File: src/rtl/or_gate_core_if.sv
// or_gate_core_if: operand/result handshake bundle for or_gate_core.
// master = producer of operands and consumer of results, slave = the OR unit.
interface or_gate_core_if #(
   parameter int WIDTH = 1
);
   logic [WIDTH-1:0] a;
   logic [WIDTH-1:0] b;
   logic             in_valid;
   logic             in_ready;
   logic [WIDTH-1:0] y;
   logic             y_any;
   logic             out_valid;
   logic             out_ready;

   modport master (
      output a, b, in_valid, out_ready,
      input  in_ready, y, y_any, out_valid
   );

   modport slave (
      input  a, b, in_valid, out_ready,
      output in_ready, y, y_any, out_valid
   );
endinterface

File: src/rtl/or_gate_core.sv
// or_gate_core: registered bitwise OR unit (y = a | b, y_any = |(a | b)).
// Results are held in an output register R backed by one skid entry S, so
// in_ready can be registered and still sustain one result per cycle.
// Optional feature macro OR_GATE_COMB_EN: adds a zero-latency y_comb = a | b.
module or_gate_core #(
   parameter int WIDTH = 1
) (
   input  logic                 clk,
   input  logic                 rst_n,
   or_gate_core_if.slave        bus
`ifdef OR_GATE_COMB_EN
   ,
   output logic [WIDTH-1:0]     y_comb
`endif
);

   // Packed result word: {y_any, y}
   typedef logic [WIDTH:0] result_t;

   // Build one result word from the two operands.
   function automatic result_t or_result(input logic [WIDTH-1:0] op_a,
                                         input logic [WIDTH-1:0] op_b);
      logic [WIDTH-1:0] v;
      v = op_a | op_b;
      return {|v, v};
   endfunction

   result_t r_data_r;
   logic    r_valid_r;
   result_t s_data_r;
   logic    s_full_r;
   logic    in_ready_r;

   result_t r_data_s;
   logic    r_valid_s;
   result_t s_data_s;
   logic    s_full_s;
   result_t new_result_s;
   logic    accept_s;
   logic    drain_s;

   assign accept_s = bus.in_valid & in_ready_r;
   assign drain_s  = r_valid_r & bus.out_ready;

   // Next-state for R and S: S refills R first, so ordering stays FIFO.
   always_comb begin
      new_result_s = or_result(bus.a, bus.b);
      r_data_s     = r_data_r;
      r_valid_s    = r_valid_r;
      s_data_s     = s_data_r;
      s_full_s     = s_full_r;
      if (!r_valid_r || drain_s) begin
         if (s_full_r) begin
            r_data_s  = s_data_r;
            r_valid_s = 1'b1;
            if (accept_s) begin
               s_data_s = new_result_s;
               s_full_s = 1'b1;
            end else begin
               s_full_s = 1'b0;
            end
         end else begin
            if (accept_s) begin
               r_data_s  = new_result_s;
               r_valid_s = 1'b1;
            end else begin
               r_valid_s = 1'b0;
            end
         end
      end else begin
         // R is stalled; an accept can only happen while S is empty.
         if (accept_s) begin
            s_data_s = new_result_s;
            s_full_s = 1'b1;
         end else begin
            s_full_s = s_full_r;
         end
      end
   end

   // State registers; in_ready is precomputed as "S will be empty".
   always_ff @(posedge clk or negedge rst_n) begin
      if (!rst_n) begin
         r_data_r   <= '0;
         r_valid_r  <= 1'b0;
         s_data_r   <= '0;
         s_full_r   <= 1'b0;
         in_ready_r <= 1'b1;
      end else begin
         r_data_r   <= r_data_s;
         r_valid_r  <= r_valid_s;
         s_data_r   <= s_data_s;
         s_full_r   <= s_full_s;
         in_ready_r <= ~s_full_s;
      end
   end

   assign bus.in_ready  = in_ready_r;
   assign bus.out_valid = r_valid_r;
   assign bus.y         = r_data_r[WIDTH-1:0];
   assign bus.y_any     = r_data_r[WIDTH];

`ifdef OR_GATE_COMB_EN
   // Bypass path: pure combinational OR, ignores handshake and reset.
   assign y_comb = bus.a | bus.b;
`endif

endmodule

File: src/flat_wrapper.sv
// flat-port wrapper written by rule: the top's interface ports become plain ports
module or_gate_core_flat 
#(
   parameter int WIDTH = 1
)
  (clk, rst_n, bus_a, bus_b, bus_in_valid, bus_out_ready, bus_in_ready, bus_y, bus_y_any, bus_out_valid);
  or_gate_core_if #(.WIDTH(WIDTH)) bus_i ();
  input  logic clk;
  input  logic rst_n;
  input wire logic [$bits(bus_i.a)-1:0] bus_a;
  input wire logic [$bits(bus_i.b)-1:0] bus_b;
  input wire logic [$bits(bus_i.in_valid)-1:0] bus_in_valid;
  input wire logic [$bits(bus_i.out_ready)-1:0] bus_out_ready;
  output wire logic [$bits(bus_i.in_ready)-1:0] bus_in_ready;
  output wire logic [$bits(bus_i.y)-1:0] bus_y;
  output wire logic [$bits(bus_i.y_any)-1:0] bus_y_any;
  output wire logic [$bits(bus_i.out_valid)-1:0] bus_out_valid;
  assign bus_i.a = bus_a;
  assign bus_i.b = bus_b;
  assign bus_i.in_valid = bus_in_valid;
  assign bus_i.out_ready = bus_out_ready;
  assign bus_in_ready = bus_i.in_ready;
  assign bus_y = bus_i.y;
  assign bus_y_any = bus_i.y_any;
  assign bus_out_valid = bus_i.out_valid;
  or_gate_core #(.WIDTH(WIDTH)) u_core (.clk(clk), .rst_n(rst_n), .bus(bus_i));
endmodule
File: config.mk
export PLATFORM = sky130hd
export DESIGN_NAME = or_gate_core_flat
export DESIGN_NICKNAME = d
export VERILOG_FILES = /design/src/rtl/or_gate_core_if.sv /design/src/rtl/or_gate_core.sv /design/src/flat_wrapper.sv
export SDC_FILE = /design/constraint.sdc
export NUM_CORES = 1
export LEC_CHECK = 0
export BUFFER_PORTS_ARGS = -buffer_cell sky130_fd_sc_hd__buf_4
export CORE_AREA = 2 2 39 41
export CTS_BUF_LIST = sky130_fd_sc_hd__clkbuf_2 sky130_fd_sc_hd__clkbuf_4 sky130_fd_sc_hd__clkbuf_8
export DETAILED_ROUTE_END_ITERATION = 8
export DIE_AREA = 0 0 41 43
export PLACE_DENSITY = 0.4
export SYNTH_ARGS = -nofsm -noshare
export SYNTH_HDL_FRONTEND = slang
export SYNTH_SLANG_ARGS = --single-unit
File: constraint.sdc
create_clock -name clk -period 1 [get_ports clk]
set_input_delay 0.2 -clock clk [delete_from_list [all_inputs] [get_ports clk]]
set_output_delay 0.2 -clock clk [all_outputs]
set_load 0.02 [all_outputs]
==> impl_results.md <==
* Finished Core Util at 28.48%
* Final setup vio count at 4
* # rows at 14
* Post-synthesis compound-gate area fraction at 15.46%
* Pwr Density at 3089 mW/mm^2
* CTS HTree Levels at 1
* Number of nets with antenna violations after routing at 0
* Metal2 WL at 217 microns
* Fin. max-slew vios at 0
* Die width at 41 microns
* Fin crit period at 1118 ps
* Max Cap Violations at 0
* Pre-CTS WS at -116.5 ps
* Critical path's largest stage delay at 540 ps
* Slew headroom at 92.36%
* Slowest stage cell, crit path: dfstp_2
* CTS tree: built
* Pre-antenna DRT Iters at 1
* Main combinational cell family by area after synthesis: simple AND/OR/NAND/NOR gates
* Max Fclk at 894.7 MHz
* Total CTS buffers at 3
* Sw Ratio at 32.45%
* Power share of the clock group at 21.1%
* Post-Synth XOR/XNOR Area at 0%
* VDD IR max at 0.0006132 V
* Failing checks: negative setup slack
* Met3 routed WL at 30 microns
* Sequential Power Share at 34.2%
* Logic pwr share at 44.7%
* Most common cell after layout, fill and taps aside: buf_4
* Area share of fa/ha/maj cells after synthesis at 0%
* Clock-pin slew on the worst setup and hold paths at 40 ps
* Synth Cell Area at 242.7 sq um
* Max layer used: met4
* First-pass GRT wire length at 717 microns
* Fin. Hold Viols at 0
* Share of cells above drive strength 1 at 73.53%
* Hold_ws at 248.9 ps
* Synth Area in Simple Gates at 17.53%
* Synth Register Bits at 5
* Iter 0 DRT Violations at 0
* Synth Area per Inst at 12.78 sq um
* Leak pwr at 0.0001917 uW
* Design area at 394.1 sq um
* Fillers at 155
* Chip height at 43 microns
* Worst Path Max Fanout at 3
* DIE AREA at 0.001763 sq mm
* Worst-Margin Slew at 111.4 ps
* Largest net degree at the start of global routing at 7
* Core Area at 0.001384 sq mm
* Post-synth cell types at 15
* Power Internal at 822.4 uW
* Nets at 41
* Worst path arrival time at 920 ps
* Area growth, synth to finish at 62.37%
* Number of buffer and inverter stages on the critical path at 1
* Met1 WL at 185 microns
* Initial Util at 17.54%
* Mux cell area share after synthesis at 10.31%
* Switching Power at 395.1 uW
* Syn Nets at 25
* Clk_lat worst skew at 230 ps
* Via/cell ratio at 3.820
* Sequential area share after synthesis at 52.06%
* CP top delay family: flip-flops
* Via count at 191
* Yosys warns at 0
* Fin crit share at 111.8%
* Critical path startpoint category: register
* Unrepaired setup endpoints after global routing: true
* Diode count at 0
* Post-DP Area at 331.6 sq um
* Clock skew at 0.3517 ps
* Sequence of cells on the critical path: buf_4
* Worst hold path class: primary input to register
* Total Routing Usage GR at 6.848%
* CP Class: register to output port
* Antenna violations before repair at 0
* Root cell of the clock tree: clkbuf_4
* Clk buf depth at 2
* # clock sinks at 5
* Most frequent cells in the layout: 8 x buf_4, 4 x clkbuf_4, 3 x buf_6
* Required time of the worst setup path at 800 ps
* Final worst setup slack at -117.6 ps
* DRC violations left at 0
* Placer Congestion at 0.6815
* Vias in the first global route at 179
* Post-Synthesis Cells at 19
* Total grt overflow at 0
* Crit. End Element: output port
* Status: finished with violations
* Total Wirelength at 451 microns
* I/O Buffers at 9
* Top Ports at 10
* Routed len/inst at 9.020 microns
[path summary, 6_finish.rpt]
kind,cells past startpoint,slack (ps),startpoint,to
setup / recovery,1,-120,u_core.bus.in_ready$_DFF_PN1_,bus_in_ready
hold / removal,3,250,bus_a,u_core.s_data_r[0]$_DFFE_PN0P_
setup reg to reg,3,-110,u_core.bus.in_ready$_DFF_PN1_,u_core.r_data_r[1]$_DFFE_PN0P_
hold reg to reg,1,510,u_core.s_full_r$_DFF_PN0_,u_core.bus.in_ready$_DFF_PN1_
max in group asynchronous,2,500,rst_n,u_core.bus.in_ready$_DFF_PN1_
min in group asynchronous,2,300,rst_n,u_core.bus.out_valid$_DFFE_PN0N_
[per-stage QoR]
stage | std cells | total power, uW | TNS (ps)
after floorplan | 19 | 724.4 | -316.9
after global placement | 44 | 884.4 | -187.0
after detailed placement | 44 | 891.4 | -214.5
after CTS | 50 | 1202 | -347.4
after global routing | 50 | 1306 | -560.2
final | 50 | 1218 | -328.0
[synthesized netlist by cell type (all sizes together)]
cell / count / area, sq um
a21o: 1 / 8.760
a21oi: 3 / 18.77
buf: 1 / 7.510
dfrtp: 4 / 100.1
dfstp: 1 / 26.28
inv: 1 / 3.750
mux2: 1 / 15.01
mux2i: 1 / 10.01
nor2: 2 / 10.01
nor2b: 1 / 13.76
nor3: 1 / 10.01
o211a: 1 / 10.01
or2b: 1 / 8.760
[registers in the layout, summed over array words and instances, names as in the netlist]
| signal | cells |
|---|---|
| u_core.s_full_r | 1 |
| u_core.r_data_r | 1 |
| u_core.bus.out_valid | 1 |
| u_core.bus.in_ready | 1 |
| u_core.s_data_r | 1 |
[repair_timing]
action / in CTS / in global routing
buffers inserted: 1 / 0
hold buffers: 1 / 0
setup endpoints to repair: 7 / 8
gates resized for setup: 2 / 3
pin swaps: 1 / 0
endpoints found under the hold margin: 5 / 0
[power by group through the flow]
stage	sequential, uW	combinational, uW	clock [uW]
after floorplan	464	260	0
after global placement	407	477	0
after detailed placement	408	483	0
after CTS	410	524	269
after global routing	432	591	283
final	417	545	256
[routing by layer]
metal	vias up	GRT usage, %
met3	2	3.141
met4	0	8.000
met5	-	0
li1	95	-
met2	7	9.375
met1	87	6.494
[cell type report]
| type | instances | area (sq um) | share of cell area, % |
|---|---|---|---|
| sequential | 5 | 128.9 | 32.70 |
| multi-input combinational | 12 | 107.6 | 27.30 |
| timing repair buffer | 12 | 103.9 | 26.35 |
| clock buffer | 4 | 30.03 | 7.619 |
| tap | 16 | 20.02 | 5.079 |
| inverter | 1 | 3.754 | 0.9524 |
[cells by family after synthesis]
| group | count (synthesis) |
|---|---|
| AO/OA/AOI/OAI | 5 |
| flip-flops | 5 |
| AND/OR/NAND/NOR | 5 |
| multiplexers | 2 |
| buffers and inverters | 2 |
No activity file was read; power rests on OpenSTA's default activity.
